--- config.mk ---
export PLATFORM = sky130hd
export DESIGN_NAME = match_event_logger
export DESIGN_NICKNAME = d
export VERILOG_FILES = /design/src/rtl/match_event_logger.sv
export SDC_FILE = /design/constraint.sdc
export NUM_CORES = 1
export LEC_CHECK = 0
export CORE_ASPECT_RATIO = 2
export CORE_MARGIN = 1.5
export CORE_UTILIZATION = 61
export DETAILED_ROUTE_END_ITERATION = 12
export PLACE_DENSITY_LB_ADDON = 0.08
export SETUP_SLACK_MARGIN = 0.3
export SYNTH_ARGS = -nofsm -noshare
export SYNTH_HDL_FRONTEND = slang
export SYNTH_SLANG_ARGS = --single-unit
--- constraint.sdc ---
create_clock -name clk -period 2.8 [get_ports clk]
set_clock_uncertainty 0.05 [all_clocks]
set_input_delay 0.28 -clock clk [delete_from_list [all_inputs] [get_ports clk]]
set_output_delay 0.28 -clock clk [all_outputs]
set_load 0.05 [all_outputs]
--- src/rtl/match_event_logger.sv ---
// Counts and timestamps detector match pulses and buffers the timestamps in a
// first-word-fall-through FIFO that a host drains through a pin-driven pop strobe.
module match_event_logger #(
  parameter int unsigned DEPTH = 4,
  parameter int unsigned TS_W  = 8,
  parameter int unsigned CNT_W = 8
) (
  input  logic             clk,
  input  logic             rst_n,
  input  logic             match_i,
  input  logic             clr_i,
  input  logic             pop_pin,
  output logic [TS_W-1:0]  rd_data,
  output logic             empty,
  output logic             full,
  output logic             ovf,
  output logic [CNT_W-1:0] match_cnt
);

  localparam int unsigned AW = $clog2(DEPTH);
  localparam int unsigned PW = AW + 1;

  logic [TS_W-1:0]  ts_q, ts_d;
  logic [PW-1:0]    wptr_q, wptr_d;
  logic [PW-1:0]    rptr_q, rptr_d;
  logic [CNT_W-1:0] cnt_q, cnt_d;
  logic             ovf_q, ovf_d;
  logic             sync1_q, sync2_q, sync3_q;
  logic [TS_W-1:0]  mem_q [DEPTH];

  logic pop_pulse_c;
  logic do_pop_c;
  logic do_push_c;
  logic empty_c;
  logic full_c;

  // Pointer-derived status; the extra MSB distinguishes full from empty
  always_comb begin
    empty_c = (wptr_q == rptr_q);
    full_c  = (wptr_q[AW] != rptr_q[AW]) && (wptr_q[AW-1:0] == rptr_q[AW-1:0]);
  end

  // Rising edge of the synchronized host strobe
  always_comb begin
    pop_pulse_c = sync2_q & ~sync3_q;
  end

  // Push/pop arbitration; a pop on a full FIFO frees the slot for a same-cycle push
  always_comb begin
    do_pop_c  = pop_pulse_c & ~empty_c & ~clr_i;
    do_push_c = match_i & (~full_c | do_pop_c) & ~clr_i;

    ts_d   = ts_q + TS_W'(1);
    wptr_d = wptr_q;
    rptr_d = rptr_q;
    cnt_d  = cnt_q;
    ovf_d  = ovf_q;

    if (clr_i) begin
      ts_d   = '0;
      wptr_d = '0;
      rptr_d = '0;
      cnt_d  = '0;
      ovf_d  = 1'b0;
    end else begin
      if (do_push_c) begin
        wptr_d = wptr_q + PW'(1);
      end
      if (do_pop_c) begin
        rptr_d = rptr_q + PW'(1);
      end
      if (match_i && !do_push_c) begin
        ovf_d = 1'b1;
      end
      if (match_i && (cnt_q != {CNT_W{1'b1}})) begin
        cnt_d = cnt_q + CNT_W'(1);
      end
    end
  end

  always_ff @(posedge clk or negedge rst_n) begin
    if (!rst_n) begin
      ts_q   <= '0;
      wptr_q <= '0;
      rptr_q <= '0;
      cnt_q  <= '0;
      ovf_q  <= 1'b0;
    end else begin
      ts_q   <= ts_d;
      wptr_q <= wptr_d;
      rptr_q <= rptr_d;
      cnt_q  <= cnt_d;
      ovf_q  <= ovf_d;
    end
  end

  // Two-flop synchronizer plus edge-detect flop; deliberately untouched by clr_i
  always_ff @(posedge clk or negedge rst_n) begin
    if (!rst_n) begin
      sync1_q <= 1'b0;
      sync2_q <= 1'b0;
      sync3_q <= 1'b0;
    end else begin
      sync1_q <= pop_pin;
      sync2_q <= sync1_q;
      sync3_q <= sync2_q;
    end
  end

  // Storage is not reset; stale contents are masked by empty
  always_ff @(posedge clk) begin
    if (do_push_c) begin
      mem_q[wptr_q[AW-1:0]] <= ts_q;
    end
  end

  always_comb begin
    rd_data   = empty_c ? '0 : mem_q[rptr_q[AW-1:0]];
    empty     = empty_c;
    full      = full_c;
    ovf       = ovf_q;
    match_cnt = cnt_q;
  end

endmodule

After elaboration in Yosys (flattened, before gate mapping)
Memory sizes are Yosys's and may differ from the RTL's.
Cells that the tools add are included.
- bits in latches: 0
- ROM bits: 0
- bits in writable memories: 32
- word-level logic and storage cells: 47
- memories kept: 1
- output and inout bits: 19
- register bits after elaboration: 26
- memories (memory ; words ; bits a word ; read ports ; clocked after memory_dff ; write ports ; line ; RTL):
    mem_q ; 4 ; 8 ; 1 ; 0 ; 1 ; 29 ; logic [TS_W-1:0] mem_q [DEPTH];
- equality and inequality tests: 4
- $add $sub $neg: 4
- bitwise gates (word level): 10
- shifts and indexed selects: 0
- multipliers: 0
- divide/modulo/power cells: 0
- multiplexer cells: 12
- reduce and logical (&&, ||, !) cells: 8
- $lt $le $gt $ge: 0
- operators with widths (cell ; count):
    $mux W8 ; 4
    $add A8 B1 Y8 const B ; 2
    $mux W3 ; 4
    $ne A8 B8 Y1 const B ; 1
    $reduce_bool A2 Y1 ; 4
    $add A3 B1 Y3 const B ; 2
    $and A1 B1 Y1 ; 5
    $mux W1 ; 4
    $not A1 Y1 ; 4
    $eq A3 B3 Y1 ; 1
    $logic_and A1 B1 Y1 ; 3
    $eq A2 B2 Y1 ; 1
    $logic_not A1 Y1 ; 1
    $ne A1 B1 Y1 ; 1
    $or A1 B1 Y1 ; 1

Longest topological paths before layout
- depth after elaboration: 11
- gate-level depth with buffers: 5
- gate-level depth less buffers: 5

Least setup slack after synthesis
OpenSTA, ideal clock, no wires.
- path type: register to output
- start: register rptr_q[2]
- end: output rd_data[0]
- arrival time: 1987 ps
- slack: 483 ps
- stages on the path, launching flop included: 5
- required time: 2470 ps
- path through: dfrtp_1 xnor2_1 and3_1 clkbuf_1 nor2b_1
- longest elaborated chain between the ends: 2
- RTL lines (what ; line ; RTL):
    from (decl) ; 25 ; logic [PW-1:0] rptr_q, rptr_d;
    from (signal assigned) ; 91 ; rptr_q <= rptr_d;
    $eq A3 B3 Y1 ; 39 ; empty_c = (wptr_q == rptr_q);
    net empty ; 14 ; output logic empty,
    $mux W8 ; 118 ; rd_data = empty_c ? '0 : mem_q[rptr_q[AW-1:0]];
    to (decl) ; 13 ; output logic [TS_W-1:0] rd_data,
The timed path passes the listed nets, and every way through them passes these cells.

Worst setup path in the final report
- start: register rptr_q[0]
- end: output rd_data[7]
- longest elaborated chain between the ends: 2
- RTL lines (what ; line):
    $mem_v2 Z4 W8 / $eq A3 B3 Y1 (equally long branches) ; -
    $mux W8 * ; 118
Mark *: on every way between the ends. The rest lies on a longest branch, timed or not.

==> impl_results.md <==
* Maximum vdd drop at 614.0 uV
* Critical path peak fanout at 12
* Leakage power at 1.224 nW
* Internal Power at 1.429 mW
* Relative contribution of the clock network to total power at 36.1%
* Via count at 1,508
* Final count of hold timing violations at 0
* Fraction of power consumed by sequential logic at 49.5%
* Register-to-register setup slack at 640 ps
* Least setup slack across all paths after layout at 384.5 ps
* Setup repair after global routing missed its margin: no
* Die X at 49.00 um
* Number of antenna repair diodes at 0
* Final instance area at 3037 sq um
* Net switching component of the power at 0.5104 mW
* Clock transition time at the flip-flop clock pins of the worst setup and hold paths at 60 ps
* Asr flop ratio synth at 44.83%
* Req. time, crit path at 2470 ps
* Average routed wire per standard cell at 17.53 um
* Number of top-level pins at 24
* Count of antenna-violating nets left after detailed routing at 0
* Share of post-route cells with drive strength above 1 at 12.32%
* DIE AREA at 4654 sq um
* Synthesis-to-finish area growth at 17.64%
* DRC Markers at 0
* Total of max-cap violations at 0
* Antenna violations before repair at 0
* Number of instances in the synthesized netlist at 175
* Max stage delay cell, worst path: mux4_1
* Type of the worst setup path: flop to primary output
* Proportion of total power due to net switching at 26.32%
* Height of the die at 95.00 um
* Post-DP HPWL at 3405 um
* Combined buffer and inverter count along the critical path at 1
* CTS Buf Count at 9
* Filler instances at 256
* Number of nets in the layout at 218
* Maximum count of clock buffers along a single path at 2
* Cell class contributing the biggest share of worst-path delay: multiplexers
* Rows at 33
* Upper clock frequency limit at 414.0 MHz
* Status: completed
* Maximum single-stage delay on the critical path at 590 ps
* Core area at 4088 sq um
* Clock tree from TritonCTS: done
* Max H-tree Level at 3
* Number of setup buffers added after CTS at 0
* Number of failing setup endpoints in the final timing report at 0
* Vias in the first global route at 1,554
* Combined flip-flop and latch cell area at 1613 sq um
* Sequential area share after synthesis at 62.43%
* Number of search-and-repair iterations in the first detailed-routing pass at 5
* Area occupied by multi-input gates at 928.4 sq um
* Share of total power in combinational logic at 14.4%
* Minimum setup slack after placement at 223.0 ps
* Final core area utilization at 74.29%
* Starting utilization of the core area at 63.15%
* Total Neg Setup Slack at 0 ps
* Critical path capture point type: primary output
* Maximum number of pins on one net before global-route repair at 27
* List of cells traversed by the critical path: mux4_1 > nor2b_1 > clkdlybuf4s15_1
* Top_reg_cell synth: edfxtp_1
* Number of distinct library cells after synthesis at 34
* First-pass GRT wire length at 7527 um
* Mapped Avg Cell Area at 14.75 sq um
* EDFF count, synth at 32
* Global-route congestion overflow total at 0
* Worst-case headroom to the max-slew limit at 66.34%
* Post-route clock period utilization at 86.27%
* Crit start category: flop
* Yosys warning count at 0
* Via-to-Cell Ratio at 5.734
* Max Slew Vio Count at 0
* Dpl cell area at 2858 sq um
* Final RePlAce weighted congestion at 0.7294
* Number of buffers inserted by port buffering at 23
* Critical path data arrival time at 2090 ps
* Slew at the pin closest to its max-slew limit at 503.3 ps
* Worst hold path class: input port to asynchronous set/reset pin
* Time the worst path needs with I/O delays and setup at 2415 ps
* Netlist area before placement at 2581 sq um
* Later-pin clock latency in the skew report at 320 ps
* Violation count after the first detailed-route iteration at 37
* Pwr/cell area at 638.5 nW/um^2
* Clock tree root driver cell: clkbuf_8
* Total clock sinks at 58
* Tot GR Track Use at 22.60%
* WL final at 4611 um
* Synthesized flop and latch total at 58
* Syn_nets at 187
## final timing paths
check,to,startpoint,cells past startpoint
hold / removal,match_cnt[5],rst_n,2
setup / recovery,rd_data[7],rptr_q[0],3
min in group clk,sync2_q,sync1_q,0
setup reg to reg,mem_q[2][7],rptr_q[0],4
max in group asynchronous,rptr_q[0],rst_n,2
hold reg to reg,sync2_q,sync1_q,0
## timing repair
item	in CTS	in global routing
setup endpoints to repair	9	8
gates resized for setup	10	5
cloned	0	0
hold buffers	0	0
## metal layers
metal / routed length (um) / vias to the layer above / GRT usage (%)
li1: - / 712 / -
met3: 101 / 8 / 4.747
met1: 1640 / 759 / 22.12
met4: 87 / 0 / 10.71
met2: 2782 / 29 / 43.84
met5: 0 / - / 0
## registers in the layout, indices dropped and copies added, names as in the netlist
| signal | cells |
|---|---|
| rptr_q | 3 |
| ts_q | 8 |
| sync1_q | 1 |
| mem_q | 32 |
| match_cnt | 8 |
| wptr_q | 3 |
| sync3_q | 1 |
| sync2_q | 1 |
| ovf | 1 |
## kinds of logic after synthesis
| family | Yosys count | share of synthesized area, % |
|---|---|---|
| flops | 58 | 62.43 |
| simple gates | 56 | 11.92 |
| compound gates | 18 | 4.993 |
| xor+xnor | 16 | 6.011 |
| mux | 11 | 9.307 |
| buf+inv | 9 | 1.939 |
| fa+ha+maj | 7 | 3.393 |
## metrics by stage
step | hold WS [ps] | total power, mW | instances
after CTS | 275.2 | 1.958 | 263
final | 273.6 | 1.939 | 263
after global placement | 283.9 | 1.266 | 247
after global routing | 305.7 | 2.006 | 263
after detailed placement | 287.0 | 1.275 | 247
after floorplan | -65.59 | 1.181 | 175
## layout by cell type (no fill, tap or decap), types with 2 or more instances in the layout
| cell | count |
|---|---|
| dlygate4sd2_1 | 6 |
| clkbuf_1 | 3 |
| clkbuf_8 | 9 |
| nand2_1 | 4 |
| xor2_2 | 2 |
| and4_1 | 2 |
| and3_1 | 4 |
| nor2b_1 | 12 |
| inv_1 | 3 |
| dfrtp_1 | 25 |
| mux4_1 | 8 |
| clkinv_2 | 2 |
| a21oi_1 | 7 |
| ha_1 | 7 |
| xnor2_1 | 7 |
| a311oi_1 | 2 |
| nand3_1 | 5 |
| clkdlybuf4s50_1 | 13 |
| o21ai_0 | 4 |
| buf_4 | 4 |
| mux2i_1 | 3 |
| nand4_1 | 2 |
| nor2_1 | 16 |
| xor2_1 | 6 |
| edfxtp_1 | 32 |
| and2_1 | 4 |
## area by class of cell
class / instances / area share, %
timing repair buffer: 26 / 7.911
clock inverter: 4 / 1.442
clock buffer: 12 / 4.450
multi-input combinational: 108 / 30.57
inverter: 3 / 0.3708
tap: 52 / 2.143
sequential: 58 / 53.11
## power by group through the flow
stage          clock network (mW)  logic, mW  registers, mW
5_1_grt                     0.744      0.298          0.964
3_5_place_dp                    0      0.297          0.977
2_1_floorplan                   0      0.208          0.973
4_1_cts                     0.716      0.282          0.961
6_report                    0.699      0.279          0.961
3_3_place_gp                    0      0.292          0.975
## Yosys cell counts, types with 2 or more instances
cell type  number  share of area, %
o21ai_0         4              0.78
xor2_1          6               2.0
xnor2_1         8               2.7
a21oi_1         7               1.4
xor2_2          2               1.3
clkbuf_1        3              0.44
nand3_1         5              0.97
and4_1          2              0.68
mux4_1          8               8.1
ha_1            7               3.4
dfrtp_1        26                25
mux2i_1         3               1.2
nor2_1         16               2.3
buf_6           2              0.87
nand2_1         4              0.58
nand4_1         2              0.48
a311oi_1        2              0.68
inv_1           3              0.44
nor2b_1        12               2.9
and3_1          5               1.2
edfxtp_1       32                37
and2_1          4              0.97
(Power assumes the default switching activity.)
